### src/rtl/div_iter.sv
// Iterative radix-2 restoring divider for the EX stage (DIV/DIVU).
// One quotient bit per cycle; result is {remainder, quotient} and is held while start_i stays high.
module div_iter #(
    parameter int WIDTH = 32
) (
    input  logic                 clk,
    input  logic                 rst,
    input  logic                 signed_div_i,
    input  logic [WIDTH-1:0]     opdata1_i,
    input  logic [WIDTH-1:0]     opdata2_i,
    input  logic                 start_i,
    input  logic                 annul_i,
    output logic [2*WIDTH-1:0]   result_o,
    output logic                 ready_o
);

    localparam int CW = $clog2(WIDTH + 1);

    typedef enum logic [1:0] {
        S_FREE   = 2'd0,
        S_BYZERO = 2'd1,
        S_ON     = 2'd2,
        S_END    = 2'd3
    } state_t;

    state_t                 state_reg, state_next;
    logic [CW-1:0]          cnt_reg;
    logic [WIDTH-1:0]       divisor_reg;
    logic [WIDTH-1:0]       quo_reg;
    logic [WIDTH:0]         rem_reg;
    logic                   neg_quo_reg;
    logic                   neg_rem_reg;
    logic [2*WIDTH-1:0]     result_reg, result_next;
    logic                   ready_reg, ready_next;

    logic                   accept;
    logic                   last_iter;
    logic                   divisor_zero;
    logic [WIDTH-1:0]       op1_abs, op2_abs;
    logic [WIDTH+1:0]       shifted, diff;
    logic                   take;
    logic [WIDTH-1:0]       quo_fix, rem_fix;

    assign accept       = start_i && !annul_i;
    assign last_iter    = (cnt_reg == CW'(WIDTH - 1));
    assign divisor_zero = (opdata2_i == '0);

    assign op1_abs = (signed_div_i && opdata1_i[WIDTH-1]) ? (~opdata1_i + 1'b1) : opdata1_i;
    assign op2_abs = (signed_div_i && opdata2_i[WIDTH-1]) ? (~opdata2_i + 1'b1) : opdata2_i;

    // Partial remainder is kept one bit wider so the shifted trial value never overflows.
    assign shifted = {rem_reg, quo_reg[WIDTH-1]};
    assign diff    = shifted - {2'b00, divisor_reg};
    assign take    = ~diff[WIDTH+1];

    // Two's-complement fix-up wraps modulo 2^WIDTH, so MIN / -1 returns MIN without a trap.
    assign quo_fix = neg_quo_reg ? (~quo_reg + 1'b1) : quo_reg;
    assign rem_fix = neg_rem_reg ? (~rem_reg[WIDTH-1:0] + 1'b1) : rem_reg[WIDTH-1:0];

    always_ff @(posedge clk or negedge rst) begin
        if (!rst) begin
            state_reg <= S_FREE;
        end else begin
            state_reg <= state_next;
        end
    end

    always_comb begin
        state_next = state_reg;
        case (state_reg)
            S_FREE: begin
                if (accept) begin
                    state_next = divisor_zero ? S_BYZERO : S_ON;
                end
            end
            S_BYZERO: begin
                state_next = S_END;
            end
            S_ON: begin
                if (annul_i) begin
                    state_next = S_FREE;
                end else if (last_iter) begin
                    state_next = S_END;
                end
            end
            S_END: begin
                if (!start_i) begin
                    state_next = S_FREE;
                end
            end
            default: begin
                state_next = S_FREE;
            end
        endcase
    end

    // The result is published only while the requester still holds start_i.
    always_comb begin
        ready_next  = 1'b0;
        result_next = '0;
        if (state_reg == S_END && start_i) begin
            ready_next  = 1'b1;
            result_next = {rem_fix, quo_fix};
        end
    end

    always_ff @(posedge clk or negedge rst) begin
        if (!rst) begin
            cnt_reg     <= '0;
            divisor_reg <= '0;
            quo_reg     <= '0;
            rem_reg     <= '0;
            neg_quo_reg <= 1'b0;
            neg_rem_reg <= 1'b0;
            result_reg  <= '0;
            ready_reg   <= 1'b0;
        end else begin
            case (state_reg)
                S_FREE: begin
                    cnt_reg <= '0;
                    if (accept) begin
                        divisor_reg <= op2_abs;
                        quo_reg     <= op1_abs;
                        rem_reg     <= '0;
                        neg_quo_reg <= signed_div_i && (opdata1_i[WIDTH-1] ^ opdata2_i[WIDTH-1]);
                        neg_rem_reg <= signed_div_i && opdata1_i[WIDTH-1];
                    end
                end
                S_BYZERO: begin
                    quo_reg     <= '0;
                    rem_reg     <= '0;
                    neg_quo_reg <= 1'b0;
                    neg_rem_reg <= 1'b0;
                end
                S_ON: begin
                    if (!annul_i) begin
                        rem_reg <= take ? diff[WIDTH:0] : shifted[WIDTH:0];
                        quo_reg <= {quo_reg[WIDTH-2:0], take};
                        cnt_reg <= cnt_reg + 1'b1;
                    end
                end
                default: begin
                end
            endcase
            result_reg <= result_next;
            ready_reg  <= ready_next;
        end
    end

    assign result_o = result_reg;
    assign ready_o  = ready_reg;

endmodule

### config.mk
export PLATFORM = sky130hd
export DESIGN_NAME = div_iter
export DESIGN_NICKNAME = d
export VERILOG_FILES = /design/src/rtl/div_iter.sv
export SDC_FILE = /design/constraint.sdc
export NUM_CORES = 1
export LEC_CHECK = 0
export ABC_CLOCK_PERIOD_IN_PS = 3700
export BUFFER_PORTS_ARGS = -buffer_cell sky130_fd_sc_hd__buf_2
export CAP_MARGIN = 20
export CORE_MARGIN = 2
export CORE_UTILIZATION = 45
export CTS_CLUSTER_DIAMETER = 150
export DETAILED_ROUTE_END_ITERATION = 8
export SYNTH_ARGS = -nofsm -noshare
export SYNTH_HDL_FRONTEND = slang
export SYNTH_SLANG_ARGS = --single-unit
### constraint.sdc
create_clock -name clk -period 3.7 [get_ports clk]
set_clock_uncertainty 0.1 [all_clocks]
set_input_delay 0.37 -clock clk [delete_from_list [all_inputs] [get_ports clk]]
set_output_delay 0.37 -clock clk [all_outputs]
set_load 0.005 [all_outputs]
-- Yosys cells after proc, flatten, opt, wreduce, memory -nomap -nowiden
Index checks and enable logic that the tools add are counted.
- add/subtract/negate cells: 6
- equal/unequal tests: 8
- muxes and demuxes: 25
- bitwise gates (word level): 6
- reduce and logical (&&, ||, !) cells: 16
- operators with widths (cell ; number):
    32-bit two-way mux ; 6
    32-bit by 1-bit adder with 32-bit output, second input constant ; 4
    32-bit NOT ; 4
    33-bit two-way mux ; 3
    33-bit case mux with 3 select lines ; 1
    32-bit case mux with 3 select lines ; 1
    64-bit two-way mux ; 1
    34-bit by 32-bit subtractor with 34-bit output ; 1
    32-bit zero test ; 1
    6-bit case mux with 2 select lines ; 1
    2-bit two-way mux ; 5
    2-bit case mux with 4 select lines ; 1
    6-bit by 1-bit adder with 6-bit output, second input constant ; 1
    6-bit by 5-bit equality test with 1-bit output, second input constant ; 1
    6-bit two-way mux ; 1
    2-bit != test, second input constant ; 3
    2-bit AND reduction ; 3
    3-bit AND reduction ; 2
    1-bit logical AND ; 5
    2-bit equality test, second input constant ; 2
    1-bit case mux with 2 select lines ; 2
    2-bit nonzero test ; 2
    1-bit two-way mux ; 3
    3-bit != test, second input constant ; 1
    other kinds (6) ; 6
- register bits: 172
- output and inout port bits: 65

-- Longest topological paths before layout
Gate-level depths: netlist of run 1.
- depth in word-level cells: 5
- mapped depth: 13

-- Worst setup path before layout of run 1
Ideal clock, no wire load.
- path kind: flip-flop to flip-flop
- from: register quo_reg[31]
- to: register rem_reg[32]
- setup time: 131 ps
- arrival: 2773 ps
- required time: 3469 ps
- path slack: 696 ps
- cell stages (with the launch flop): 13
- buffers on the path: 0
- period minus slack after synthesis: 3004 ps
- path through: dfrtp_1 > inv_1 > ha_1 > inv_1 > fa_1 > a21oi_1 > o22ai_2 > o21ai_1 > o41ai_4 > a2111oi_1 > o31a_1 > nor3_1 > or3_1
- longest elaborated chain between the ends: 4
- ends and longest elaborated chain (item ; RTL line ; RTL):
    start, declared ; 29 ; logic [WIDTH-1:0] quo_reg;
    start signal, assigned ; 123 ; quo_reg <= op1_abs;
    start signal, assigned ; 138 ; quo_reg <= {quo_reg[WIDTH-2:0], take};
    34-bit by 32-bit subtractor with 34-bit output ; 53 ; assign diff = shifted - {2'b00, divisor_reg};
    33-bit two-way mux ; 137 ; rem_reg <= take ? diff[WIDTH:0] : shifted[WIDTH:0];
    33-bit two-way mux ; 136 ; if (!annul_i) begin
    33-bit case mux with 3 select lines ; 118 ; case (state_reg)
    end signal, assigned ; 137 ;
    end, declared ; 30 ; logic [WIDTH:0] rem_reg;
No other way between the ends. The select of a mux whose other input is x is not followed.
A chain may end at the register's enable or synchronous reset.

-- Final worst setup path of run 1
Ends and elaborated chain as after synthesis.

==> run_results.csv, run 1 <==
group,metric,value,unit
outcome,status,"finished, final reports clean",
critical_path,criticalPathCategory,"flip-flop to flip-flop",
die,coreArea,24500,sq um
die,start_util,46.1,%
routing,avgViaCountPerCell,5.58,
hold_path,hold_class,"primary input to flip-flop",
die,rows,57,
routing,ant_nets,0,
logic_synthesis,ys_seq_area_share,38.2,%
logic_synthesis,synth_area,11300,sq um
clock_tree,clk_latency,0.43,ns
pwr,leakagePower,5.87,nW
critical_path,crit_arrival,3.60,ns
placed_design,io_buffers,133,
clock_tree,post_cts_buffers,0,
cells_and_area,syn2layout_area_growth,14.4,%
timing,tightest_slew,1.02,ns
routing,drc,0,
cells_and_area,largest_register_ffs,64,
global_route,antenna_found_initial,0,
pwr,ir_worst_vdd,0.318,mV
global_route,grt_pass1_wl,49.0,mm
logic_synthesis,synth.area.top_cells,"dfrtp_1 (38%), xor2_1 (6.5%), nor2_1 (5.0%)",
clock_tree,clk_path_buf_depth,2,
global_route,grt_max_degree,79,
pwr,power_density,679,nW/um^2
logic_synthesis,async_flop_share,100,%
clock_tree,numCtsBuffers,17,
cells_and_area,final_nets,1522,
pwr,p_total,8.75,mW
die,ios,134,
placed_design,pre_cts_ws,0.315,ns
run,maxCapViolations,0,
global_route,grt.overflow.total,0,
placed_design,dp_hpwl,23.1,mm
die,die_h,162,microns
timing,drv_slew,0,
critical_path,crit_family,"compound AO/OA/AOI/OAI gates",
timing,post-route-min-period,3.40,ns
critical_path,start_kind,"flip-flop",
routing,vias,9754,
clock_tree,ctsResizeCount,0,
timing,setup_viol,0,
critical_path,cp-end-kind,"flip-flop",
clock_tree,clkTransAtPathRegs,0.07,ns
critical_path,required,3.90,ns
routing,routedWlPerCell,17.3,microns
critical_path,crit_path_frequent_cell,"inv_1",
clock_tree,cts_num_sinks,172,
cells_and_area,layout_common_cells,"dfrtp_1 (172), nor2_1 (150), buf_2 (132)",
critical_path,cpPeakStageDelay,0.51,ns
cells_and_area,drive_above_1_share,15.2,%
logic_synthesis,ys_ff_latch,172,
logic_synthesis,synth_edf_count,0,
global_route,grt_use_total,23.4,%
global_route,grt_pass1_vias,9041,
timing,relSlewSlack,32.0,%
die,die_w,162,microns
clock_tree,cts_tree,"built",
critical_path,critPathSlowestCell,"a2111oi_1",
logic_synthesis,syn_avg_cell_area,8.63,sq um
timing,finalSetupTns,0,ns
logic_synthesis,yosysTopAreaCell,"dfrtp_1",
routing,drt_iter0_markers,865,
logic_synthesis,synth_top_cell_area_share,38.2,%
routing,wirelength,30.3,mm
cells_and_area,antenna_cells,0,
logic_synthesis,yosys_warnings,0,
routing,drt_pass1_iterations,5,
clock_tree,cts.hold.buffers_added,1,
cells_and_area,utilization,52.7,%
cells_and_area,final_common_cell,"dfrtp_1",
die,die_area,26300,sq um
timing,hold_viol,0,
logic_synthesis,netlist-cell-type-count,78,
timing,max_freq,0.294,GHz
clock_tree,cts_root_buffer,"clkbuf_16",
logic_synthesis,syn_inst,1306,
critical_path,worstPathMaxFanout,4,
placed_design,gp_congestion,0.956,
logic_synthesis,synth_ff_type,"dfrtp_1",
timing,finalCritPeriodShare,91.9,%
critical_path,crit_buf_inv,2,
clock_tree,cts.htree.levels,4,
logic_synthesis,synth_nets,1417,
critical_path,crit_chain,"inv_1, ha_1, inv_1, fa_1, a21oi_1, o22ai_2, o21ai_1, o41ai_4, a2111oi_1, o31a_1, nor3_1, or3_1",
timing,rsz0062_at_grt,"false",
timing,finalWorstSetupSlack,0.301,ns
-- where the power goes --
group / total (mW) / switching [mW] / internal (mW)
combinational: 4.08 / 2.56 / 1.52
sequential: 2.88 / 0.560 / 2.32
clock: 1.79 / 0.881 / 0.911
total: 8.75 / 4.00 / 4.75
-- cells in the mapped netlist, types with 4 or more instances --
| cell | count |
|---|---|
| a211oi_1 | 5 |
| o31a_1 | 5 |
| a32oi_1 | 11 |
| o21ai_1 | 22 |
| o31ai_1 | 34 |
| nand3_1 | 24 |
| o21a_1 | 8 |
| o21ai_0 | 101 |
| a21o_1 | 11 |
| buf_1 | 7 |
| o21bai_1 | 4 |
| nand2b_1 | 8 |
| dfrtp_1 | 172 |
| o41ai_1 | 12 |
| nand2_1 | 125 |
| nor4_1 | 6 |
| and3_1 | 8 |
| a311oi_1 | 4 |
| xor2_1 | 83 |
| a22oi_1 | 24 |
| ha_1 | 41 |
| or3_1 | 12 |
| inv_1 | 60 |
| and2_1 | 5 |
| nor3b_1 | 4 |
| nor2_1 | 150 |
| nor3_1 | 31 |
| o22ai_1 | 5 |
| a31oi_1 | 11 |
| or4_1 | 13 |
| xnor2_1 | 56 |
| clkbuf_1 | 53 |
| a221o_1 | 4 |
| nand4_1 | 14 |
| buf_2 | 4 |
| a21oi_1 | 75 |
| mux2i_1 | 25 |
| o211ai_1 | 4 |
| or2_2 | 4 |
| nor2b_1 | 7 |
-- per-stage QoR --
step	hold WS, ns	cells	instance area, sq um
finish	0.138	1748	12900
floorplan	-0.0256	1306	11300
CTS	0.121	1747	12900
detailed placement	0.349	1714	12300
global route	0.140	1748	12900
global placement	0.345	1714	12300
-- worst reg2reg max path, stage by stage, from the launching register on --
cell       delay [ns]
dfrtp_1          0.38
inv_1            0.12
ha_1             0.18
inv_1            0.05
fa_1             0.40
a21oi_1          0.22
o22ai_2          0.15
o21ai_1          0.30
o41ai_4          0.16
a2111oi_1        0.51
o31a_1           0.29
nor3_1           0.08
or3_1            0.34
-- path summary, 6_finish.rpt --
check	slack (ns)	end	from	depth (start not counted)
worst max-delay path	0.30	rem_reg[32]	quo_reg[31]	12
worst min-delay path	0.14	divisor_reg[29]	opdata2_i[29]	3
worst max register to register	0.30	rem_reg[32]	quo_reg[31]	12
worst min register to register	0.38	divisor_reg[19]	divisor_reg[19]	2
max in group asynchronous	2.20	divisor_reg[22]	rst	3
min in group asynchronous	0.44	rem_reg[11]	rst	2
-- layout make-up --
| class | instances | area [sq um] |
|---|---|---|
| sequential | 172 | 4300 |
| multi-input combinational | 1004 | 6480 |
| fill | 2352 | 11600 |
| inverter | 62 | 233 |
| clock inverter | 15 | 168 |
| timing repair buffer | 154 | 865 |
| clock buffer | 17 | 425 |
| tap | 324 | 405 |
-- cell families after synthesis --
| kind of cell | synth area share (%) |
|---|---|
| AND/OR/NAND/NOR | 18.1 |
| AO/OA/AOI/OAI | 21.2 |
| flip-flops | 38.2 |
| XOR/XNOR | 10.8 |
| buffers and inverters | 4.58 |
| adder cells (fa/ha/maj) | 4.73 |
| multiplexers | 2.35 |
-- metal layers --
layer | up-vias | global-route usage [%] | part of all wire, %
met4 | 0 | 5.99 | 1.2
met5 | - | 0 | 0
met1 | 4558 | 37.9 | 52
met3 | 23 | 3.04 | 6.4
met2 | 305 | 32.4 | 40
li1 | 4868 | - | -
(Power assumes the default switching activity.)
==> inputs of run 2 (changes only) <==
--- a/config.mk
+++ b/config.mk
@@ -8,6 +8,7 @@
 export ABC_CLOCK_PERIOD_IN_PS = 3700
 export BUFFER_PORTS_ARGS = -buffer_cell sky130_fd_sc_hd__buf_2
 export CAP_MARGIN = 20
+export CORE_ASPECT_RATIO = 1.2
 export CORE_MARGIN = 2
 export CORE_UTILIZATION = 45
 export CTS_CLUSTER_DIAMETER = 150
==> run_results.csv, run 2 (same netlist as run 1, synthesis figures left out) <==
group,metric,value,unit
pwr,leakagePower,5.89,nW
routing,drc,0,
critical_path,timing.rr.start,"rem_reg[15]",
timing,relSlewSlack,33.1,%
pwr,p_total,8.58,mW
routing,drt_pass1_iterations,5,
routing,wirelength,29.6,mm
routing,routed.top_layer,"met4",
pwr,sw_frac_of_total,43.4,%
global_route,antenna_found_initial,0,
cells_and_area,largest_register_ffs,64,
timing,finalCritPeriodShare,92.8,%
timing,whs,0.127,ns
critical_path,startpoint,"rem_reg[15]",
cells_and_area,fillers,2371,
die,die_h,177,microns
critical_path,crit_arrival,3.71,ns
critical_path,required,3.97,ns
timing,max_freq,0.291,GHz
routing,ant_nets,0,
clock_tree,clk_latency,0.44,ns
pwr,switching_power,3.72,mW
timing,finalSetupTns,0,ns
die,rows,63,
routing,vias,9704,
critical_path,critPathSlowestCell,"or4_1",
cells_and_area,syn2layout_area_growth,14.5,%
clock_tree,cts_num_sinks,172,
die,start_util,45.7,%
timing,hold_viol,0,
hold_path,hold_start,"opdata2_i[5]",
clock_tree,numCtsBuffers,17,
routing,wl_met1,13.1,mm
clock_tree,cts_tree,"built",
timing,tightest_slew,1.00,ns
cells_and_area,final_common_cell,"dfrtp_1",
pwr,power_frac_seq,32.6,%
routing,avgViaCountPerCell,5.53,
placed_design,dp_hpwl,22.6,mm
timing,rsz0062_at_grt,"false",
critical_path,cp-end-kind,"flip-flop",
die,ios,134,
timing,post-route-min-period,3.43,ns
cells_and_area,layout_common_cells,"dfrtp_1 (172), nor2_1 (150), buf_2 (132)",
cells_and_area,drive_above_1_share,15.4,%
critical_path,cpPeakStageDelay,0.56,ns
die,die_area,26300,sq um
critical_path,crit_path_frequent_cell,"a21o_1",
critical_path,crit_buf_inv,0,
critical_path,start_kind,"flip-flop",
hold_path,hold_class,"primary input to flip-flop",
placed_design,io_buffers,133,
clock_tree,post_cts_buffers,0,
cells_and_area,antenna_cells,0,
global_route,grt_max_degree,85,
run,maxCapViolations,0,
routing,wl_met3,1.40,mm
timing,setup_viol,0,
critical_path,crit_chain,"ha_1, a21o_1, or4_4, a311oi_1, o31ai_1, a21o_1, or4_1, nand3_1",
clock_tree,clkTransAtPathRegs,0.06,ns
die,die_w,148,microns
clock_tree,ctsResizeCount,0,
die,coreArea,24700,sq um
clock_tree,cts_root_buffer,"clkbuf_16",
global_route,grt_pass1_vias,9206,
placed_design,gp_congestion,0.969,
global_route,grt.overflow.total,0,
pwr,ir_worst_vdd,0.301,mV
critical_path,crit_family,"compound AO/OA/AOI/OAI gates",
timing,drv_slew,0,
pwr,power_density,665,nW/um^2
routing,routedWlPerCell,16.9,microns
routing,drt_iter0_markers,521,
pwr,combPwrFrac,47.4,%
critical_path,worstPathMaxFanout,13,
pwr,power_frac_clock,20.0,%
critical_path,criticalPathCategory,"flip-flop to flip-flop",
outcome,status,"finished, final reports clean",
clock_tree,clk_path_buf_depth,2,
pwr,internal_power,4.86,mW
global_route,grt_use_total,23.0,%
clock_tree,cts.htree.levels,4,
cells_and_area,final_nets,1531,
cells_and_area,utilization,52.3,%
routing,route.met2.wl,14.4,mm
global_route,grt_pass1_wl,47.7,mm
run 2: worst register-to-register path, cell delays in order, from the launching register on:
cell	delay, ns
dfrtp_1	0.45
ha_1	0.40
a21o_1	0.24
or4_4	0.53
a311oi_1	0.40
o31ai_1	0.22
a21o_1	0.38
or4_1	0.57
nand3_1	0.09
run 2: final cells by class:
cell class / instances / area [sq um] / area share (%)
clock buffers: 23 / 488 / 3.78
clock inverters: 7 / 65.1 / 0.504
inverters: 62 / 233 / 1.80
multi-input cells: 1004 / 6480 / 50.2
flip-flops and latches: 172 / 4300 / 33.4
well taps: 325 / 407 / 3.15
repair buffers: 163 / 925 / 7.17
run 2: power by group through the flow:
| stage | combinational (mW) | sequential, mW | clock, mW |
|---|---|---|---|
| after global placement | 4.04 | 2.81 | 0 |
| final | 4.07 | 2.80 | 1.71 |
| after CTS | 4.07 | 2.80 | 1.74 |
| after floorplan | 3.05 | 2.67 | 0 |
| after global routing | 4.62 | 2.87 | 1.83 |
| after detailed placement | 4.05 | 2.83 | 0 |
run 2: final timing paths:
check / to / slack [ns] / depth (start not counted)
worst min register to register: divisor_reg[26] / 0.38 / 2
max in group asynchronous: quo_reg[1] / 2.18 / 3
worst max-delay path: rem_reg[28] / 0.27 / 8
worst min-delay path: divisor_reg[5] / 0.13 / 3
min in group asynchronous: quo_reg[27] / 0.45 / 2
worst max register to register: rem_reg[28] / 0.27 / 8
run 2: per-stage QoR:
stage | worst slack [ns] | std cells | instance area [sq um]
floorplan | 0.696 | 1306 | 11300
detailed placement | 0.345 | 1725 | 12300
global placement | 0.385 | 1725 | 12300
finish | 0.265 | 1756 | 12900
CTS | 0.323 | 1756 | 12900
global route | 0.116 | 1756 | 12900
run 2: metal layers:
metal,GRT usage [%],up-vias
met5,0,-
met4,7.78,0
met3,3.98,35
met2,39.6,256
met1,29.3,4538
li1,-,4875
run 2: timing repair:
action	4_1_cts	5_1_grt
hold buffers	1	0
setup endpoints to repair	0	0
hold endpoints to repair	82	0
